<file path="src/rtl/led_driver_pkg.sv">
// led_driver_pkg: mode encodings, event-flash state type and queue limit shared by the LED driver
package led_driver_pkg;
    localparam logic [1:0] MODE_OFF   = 2'b00;
    localparam logic [1:0] MODE_ON    = 2'b01;
    localparam logic [1:0] MODE_BLINK = 2'b10;
    localparam logic [1:0] MODE_EVENT = 2'b11;
    localparam logic [3:0] PEND_MAX   = 4'd15;
    typedef enum logic [1:0] {E_IDLE, E_ON, E_OFF} ev_state_e;
endpackage

</file>
<file path="src/rtl/led_hold_timer.sv">
// led_hold_timer: holds the LED level for at least HOLD_CYCLES before following a new target
module led_hold_timer #(
    parameter int HOLD_CYCLES = 1000000
) (
    input  logic clk,
    input  logic rst,
    input  logic target_i,
    output logic lvl_o,
    output logic hold_ok_o
);
    localparam int HW = $clog2(HOLD_CYCLES);
    localparam logic [HW-1:0] HOLD_MAX = HW'(HOLD_CYCLES - 1);

    logic [HW-1:0] hold_cnt_q, hold_cnt_d;
    logic          lvl_q, lvl_d;

    assign hold_ok_o = hold_cnt_q == HOLD_MAX;
    assign lvl_o     = lvl_q;

    // level may only move once the hold has elapsed; the age restarts on every change and saturates otherwise
    always_comb begin
        lvl_d      = hold_ok_o ? target_i : lvl_q;
        hold_cnt_d = (lvl_d != lvl_q) ? '0 : hold_ok_o ? hold_cnt_q : hold_cnt_q + 1'b1;
    end

    // level and age registers; reset leaves the hold satisfied so the first change is immediate
    always_ff @(posedge clk) begin
        if (rst) begin
            lvl_q      <= 1'b0;
            hold_cnt_q <= HOLD_MAX;
        end else begin
            lvl_q      <= lvl_d;
            hold_cnt_q <= hold_cnt_d;
        end
    end
endmodule

</file>
<file path="src/rtl/led_driver.sv">
// led_driver: off/on/blink/event-flash LED driver with a minimum hold time on every pin level
module led_driver
    import led_driver_pkg::*;
#(
    parameter int   HOLD_CYCLES = 1000000,
    parameter int   BLINK_HALF  = 12500000,
    parameter logic ACTIVE_LOW  = 1'b0
) (
    input  logic       clk,
    input  logic       rst,
    input  logic [1:0] mode_i,
    input  logic       event_i,
    output logic       led_o,
    output logic       busy_o
);
    localparam int BW = $clog2(BLINK_HALF);
    localparam logic [BW-1:0] BLINK_MAX = BW'(BLINK_HALF - 1);

    if (HOLD_CYCLES < 2 || BLINK_HALF < HOLD_CYCLES) begin : g_bad_params
        $error("led_driver: need HOLD_CYCLES >= 2 and BLINK_HALF >= HOLD_CYCLES");
    end

    logic [1:0]    mode_q;
    logic [BW-1:0] blink_cnt_q, blink_cnt_d, blink_cnt_e;
    logic          blink_tgt_q, blink_tgt_d, blink_tgt_e;
    logic          enter_blink, blink_wrap, in_blink;
    ev_state_e     state_q, state_d;
    logic [3:0]    pend_q, pend_d;
    logic          busy_q, busy_d;
    logic          is_ev, inc, enter_on;
    logic          target, lvl, hold_ok;

    // entering blink restarts the phase lit, and that restart already counts as phase position 0
    assign in_blink    = mode_i == MODE_BLINK;
    assign enter_blink = in_blink && mode_q != MODE_BLINK;
    assign blink_cnt_e = enter_blink ? '0 : blink_cnt_q;
    assign blink_tgt_e = enter_blink | blink_tgt_q;
    assign blink_wrap  = blink_cnt_e == BLINK_MAX;

    // blink phase counter advances only while blinking and flips the target at each wrap
    always_comb begin
        blink_cnt_d = !in_blink ? blink_cnt_q : blink_wrap ? '0 : blink_cnt_e + 1'b1;
        blink_tgt_d = !in_blink ? blink_tgt_q : blink_tgt_e ^ blink_wrap;
    end

    assign is_ev = mode_i == MODE_EVENT;

    // event-flash sequencing: lit phase, dark phase, then straight into the next queued flash
    always_comb begin
        state_d = state_q;
        if (!is_ev) begin
            state_d = E_IDLE;
        end else begin
            case (state_q)
                E_IDLE:  if (pend_q != 4'd0) state_d = E_ON;
                E_ON:    if (lvl && hold_ok) state_d = E_OFF;
                E_OFF:   if (!lvl && hold_ok) state_d = (pend_q != 4'd0) ? E_ON : E_IDLE;
                default: state_d = E_IDLE;
            endcase
        end
    end

    // queue of pending flashes, taken from on each entry to the lit phase
    always_comb begin
        inc      = is_ev && event_i && pend_q != PEND_MAX;
        enter_on = state_d == E_ON && state_q != E_ON;
        pend_d   = is_ev ? pend_q + 4'(inc) - 4'(enter_on) : 4'd0;
        busy_d   = is_ev && (state_d != E_IDLE || pend_d != 4'd0);
    end

    // a flash leaving idle lights one edge after entering E_ON; from E_OFF it lights on the entry edge itself
    assign target = (mode_i == MODE_OFF)   ? 1'b0 :
                    (mode_i == MODE_ON)    ? 1'b1 :
                    (mode_i == MODE_BLINK) ? blink_tgt_e :
                    (state_d == E_ON && state_q != E_IDLE);

    led_hold_timer #(.HOLD_CYCLES(HOLD_CYCLES)) u_hold (
        .clk      (clk),
        .rst      (rst),
        .target_i (target),
        .lvl_o    (lvl),
        .hold_ok_o(hold_ok)
    );

    // mode history, blink phase, flash FSM, queue and busy flag
    always_ff @(posedge clk) begin
        if (rst) begin
            mode_q      <= MODE_OFF;
            blink_cnt_q <= '0;
            blink_tgt_q <= 1'b1;
            state_q     <= E_IDLE;
            pend_q      <= 4'd0;
            busy_q      <= 1'b0;
        end else begin
            mode_q      <= mode_i;
            blink_cnt_q <= blink_cnt_d;
            blink_tgt_q <= blink_tgt_d;
            state_q     <= state_d;
            pend_q      <= pend_d;
            busy_q      <= busy_d;
        end
    end

    assign led_o  = lvl ^ ACTIVE_LOW;
    assign busy_o = busy_q;
endmodule
</file>
<file path="config.mk">
export PLATFORM = sky130hd
export DESIGN_NAME = led_driver
export DESIGN_NICKNAME = d
export VERILOG_FILES = /design/src/rtl/led_driver_pkg.sv /design/src/rtl/led_hold_timer.sv /design/src/rtl/led_driver.sv
export SDC_FILE = /design/constraint.sdc
export NUM_CORES = 1
export LEC_CHECK = 0
export ABC_AREA = 1
export CAP_MARGIN = 20
export CORE_ASPECT_RATIO = 1.1
export CORE_UTILIZATION = 48
export CTS_BUF_LIST = sky130_fd_sc_hd__clkbuf_8
export CTS_CLUSTER_SIZE = 20
export DETAILED_ROUTE_END_ITERATION = 10
export PLACE_DENSITY = 0.73
export SLEW_MARGIN = 20
export SYNTH_ARGS = -nofsm -noshare
export SYNTH_HDL_FRONTEND = slang
export SYNTH_HIERARCHICAL = 1
export SYNTH_SLANG_ARGS = --single-unit
export TNS_END_PERCENT = 5
</file>
<file path="constraint.sdc">
create_clock -name clk -period 3.1 [get_ports clk]
set_input_delay 0.93 -clock clk [delete_from_list [all_inputs] [get_ports clk]]
set_output_delay 0.93 -clock clk [all_outputs]
set_load 0.02 [all_outputs]
</file>
==> metrics.cfg <==
[outcome]
status = complete, no violations

[place]
io_buffers = 6
dp_cells = 695
place_area_sq_um = 4060
gp_congestion = 0.866
dp_hpwl_um = 6070

[cts]
cts_sinks = 55
clock_latency_ps = 310
cts_max_level = 2
cts_buffer_depth = 2
numCtsBuffers = 5
cts_tree = yes
cts_root_buffer = clkbuf_8
path_clk_slew_ps = 100

[pwr]
switchingPower_w = 0.000922
clockPowerShare_pct = 17.2
sw_frac_of_total_pct = 40.4
peakVddDrop_mv = 0.472
pwr-share-comb_pct = 45.2
p_leak_nw = 1.73
powerDensity_nw_per_um2 = 525
p_seq_share_pct = 37.6
p_int_w = 0.00136

[synth]
synth_top_area_share_pct = 29.1
synth-edff-count = 0
yosysWarnings = 6
synthTopCellsByArea = dfxtp_1, nand2_1, nor2_1, inv_1, nand3_1
ys.flop_type = dfxtp_1
yosysUniqueCellTypes = 40
yosysSeqAreaShare_pct = 29.1
synth_cells = 577
syn_area_sq_um = 3780
synth_seq_cells = 55
async_flop_share_pct = 0
yosys.area.top_type = dfxtp_1
postSynthAreaPerCell_sq_um = 6.55
syn_nets = 591

[worst_hold_path]
hp-class = flip-flop to flip-flop

[global_routing]
grt_overflow = 0
grt_first_pass_wirelength_um = 14200
grt_max_degree = 38
grt_pass1_vias = 3198
track_usage_pct = 21.5
antenna_found_initial = 0

[flow_run]
drv_cap = 0

[layout]
fillers = 731
area_growth_pct = 14.7
antenna_cells = 0
drive_above_1_share_pct = 19.8
seq_area_sq_um = 1110
utilization_pct = 57.4
fin_area_sq_um = 4340
instances_no_fill = 715
multi_input_area_sq_um = 2400
final_common_cell = nand2_1
final_cell_mix = nand2_1, nor2_1, inv_1, dfxtp_1, nand3_1
fin_nets = 623

[routing]
avgViaCountPerCell = 5.09
routed_wl_um = 8760
drtAntennaViolNets = 0
wl_per_cell_um = 12.3
drt_iter0_markers = 184
vias = 3638
first_pass_iters = 4
drc_errors = 0

[floorplan]
rows = 33
die_x_um = 86.6
core-area_sq_um = 7560
pin_count = 7
die_h_um = 95.1
die-area_sq_um = 8240
initial_utilization_pct = 50.0

[timing]
setup_viol = 0
hold_viol_final = 0
worst_pin_slew_ps = 429
fmax_mhz = 324
slew_headroom_pct = 71.4
grt_setup_unrepaired = true
finalCritPeriodShare_pct = 99.5
fin_crit_ps = 3090
clock-skew-final_ps = 11.6
report.final.slew_viol_count = 0

[setup_path]
cp_max_fo = 5
critPathLaunchType = input port
end_kind = flip-flop
arrival_ps = 3300
crit_type = input port to flip-flop
required_ps = 3320

-- through the flow --
stage	power (W)	TNS (ps)	setup WS, ps	hold WS [ps]
after detailed placement	0.00171	-417	-251	476
after global placement	0.00169	-88.0	-88.0	467
after CTS	0.00212	0	17.8	492
after floorplan	0.00149	0	85.9	458
final	0.00228	0	14.4	498
after global routing	0.00244	-109	-85.3	521
-- power by group through the flow --
stage | sequential, W | clock (W) | combinational (W)
detailed placement | 0.000851 | 0 | 0.000859
floorplan | 0.000855 | 0 | 0.000630
CTS | 0.000838 | 0.000405 | 0.000877
global route | 0.000867 | 0.000434 | 0.00114
finish | 0.000856 | 0.000392 | 0.00103
global placement | 0.000849 | 0 | 0.000845
-- kinds of logic after synthesis --
logic type               synth area share [%]
AO/OA/AOI/OAI                            7.31
XOR/XNOR                                 4.37
adder cells (fa/ha/maj)                  3.18
buffers and inverters                    9.76
flip-flops                               29.1
AND/OR/NAND/NOR                          46.3
-- synthesized netlist by cell type, drive strengths merged, types with 4 or more instances --
cell / instances
dfxtp: 55
nand2: 164
xor2: 15
clkbuf: 7
nand3: 56
nor2: 100
and2: 4
a21oi: 31
nand3b: 5
inv: 73
o21ai: 18
nor3: 9
buf: 8
ha: 8
nand4: 16
-- worst max-delay path: stages --
cell	delay [ps]
clkdlybuf4s50_1	510
nand2_1	90
inv_1	160
nand3_1	170
ha_4	310
inv_4	30
ha_4	150
fa_2	350
xor2_1	150
nand2_1	120
nand4_1	120
o21bai_1	160
inv_1	50
-- cell type report --
type	instances	area share [%]
Tap cell	105	3.03
Multi-Input combinational cell	434	55.4
Sequential cell	55	25.7
Inverter	73	6.43
Timing Repair Buffer	40	7.56
Clock buffer	5	1.59
Clock inverter	3	0.288
-- state kept, by name, summed over array words and instances (netlist names) --
name	flops
u_hold/lvl_o	1
blink_cnt_q	24
blink_tgt_q	1
state_q	2
busy_o	1
mode_q	2
pend_q	4
u_hold/hold_cnt_q	20
-- final timing paths --
kind | to | from | slack, ps | cells past startpoint
setup reg to reg | busy_o | u_hold/hold_cnt_q[1] | 60 | 21
setup / recovery | busy_o | mode_i[1] | 10 | 13
hold reg to reg | blink_cnt_q[1] | blink_cnt_q[1] | 500 | 2
hold / removal | blink_cnt_q[1] | blink_cnt_q[1] | 500 | 2
-- timing repair --
item,in CTS,in global routing
resized for setup,4,35
hold buffers,0,0
endpoints found under the setup margin,1,4
hold endpoints to repair,0,0
buffers inserted,0,12
pin swaps,0,18
-- routing by layer --
metal / track usage [%] / wire length [um] / vias to the layer above / part of all wire (%)
met3: 2.86 / 319 / 12 / 3.6
li1: - / - / 1883 / -
met5: 0 / 0 / - / 0
met1: 26.9 / 3950 / 1667 / 45
met4: 6.53 / 123 / 0 / 1.4
met2: 38.5 / 4370 / 76 / 50
No activity file was read; power rests on OpenSTA's default activity.
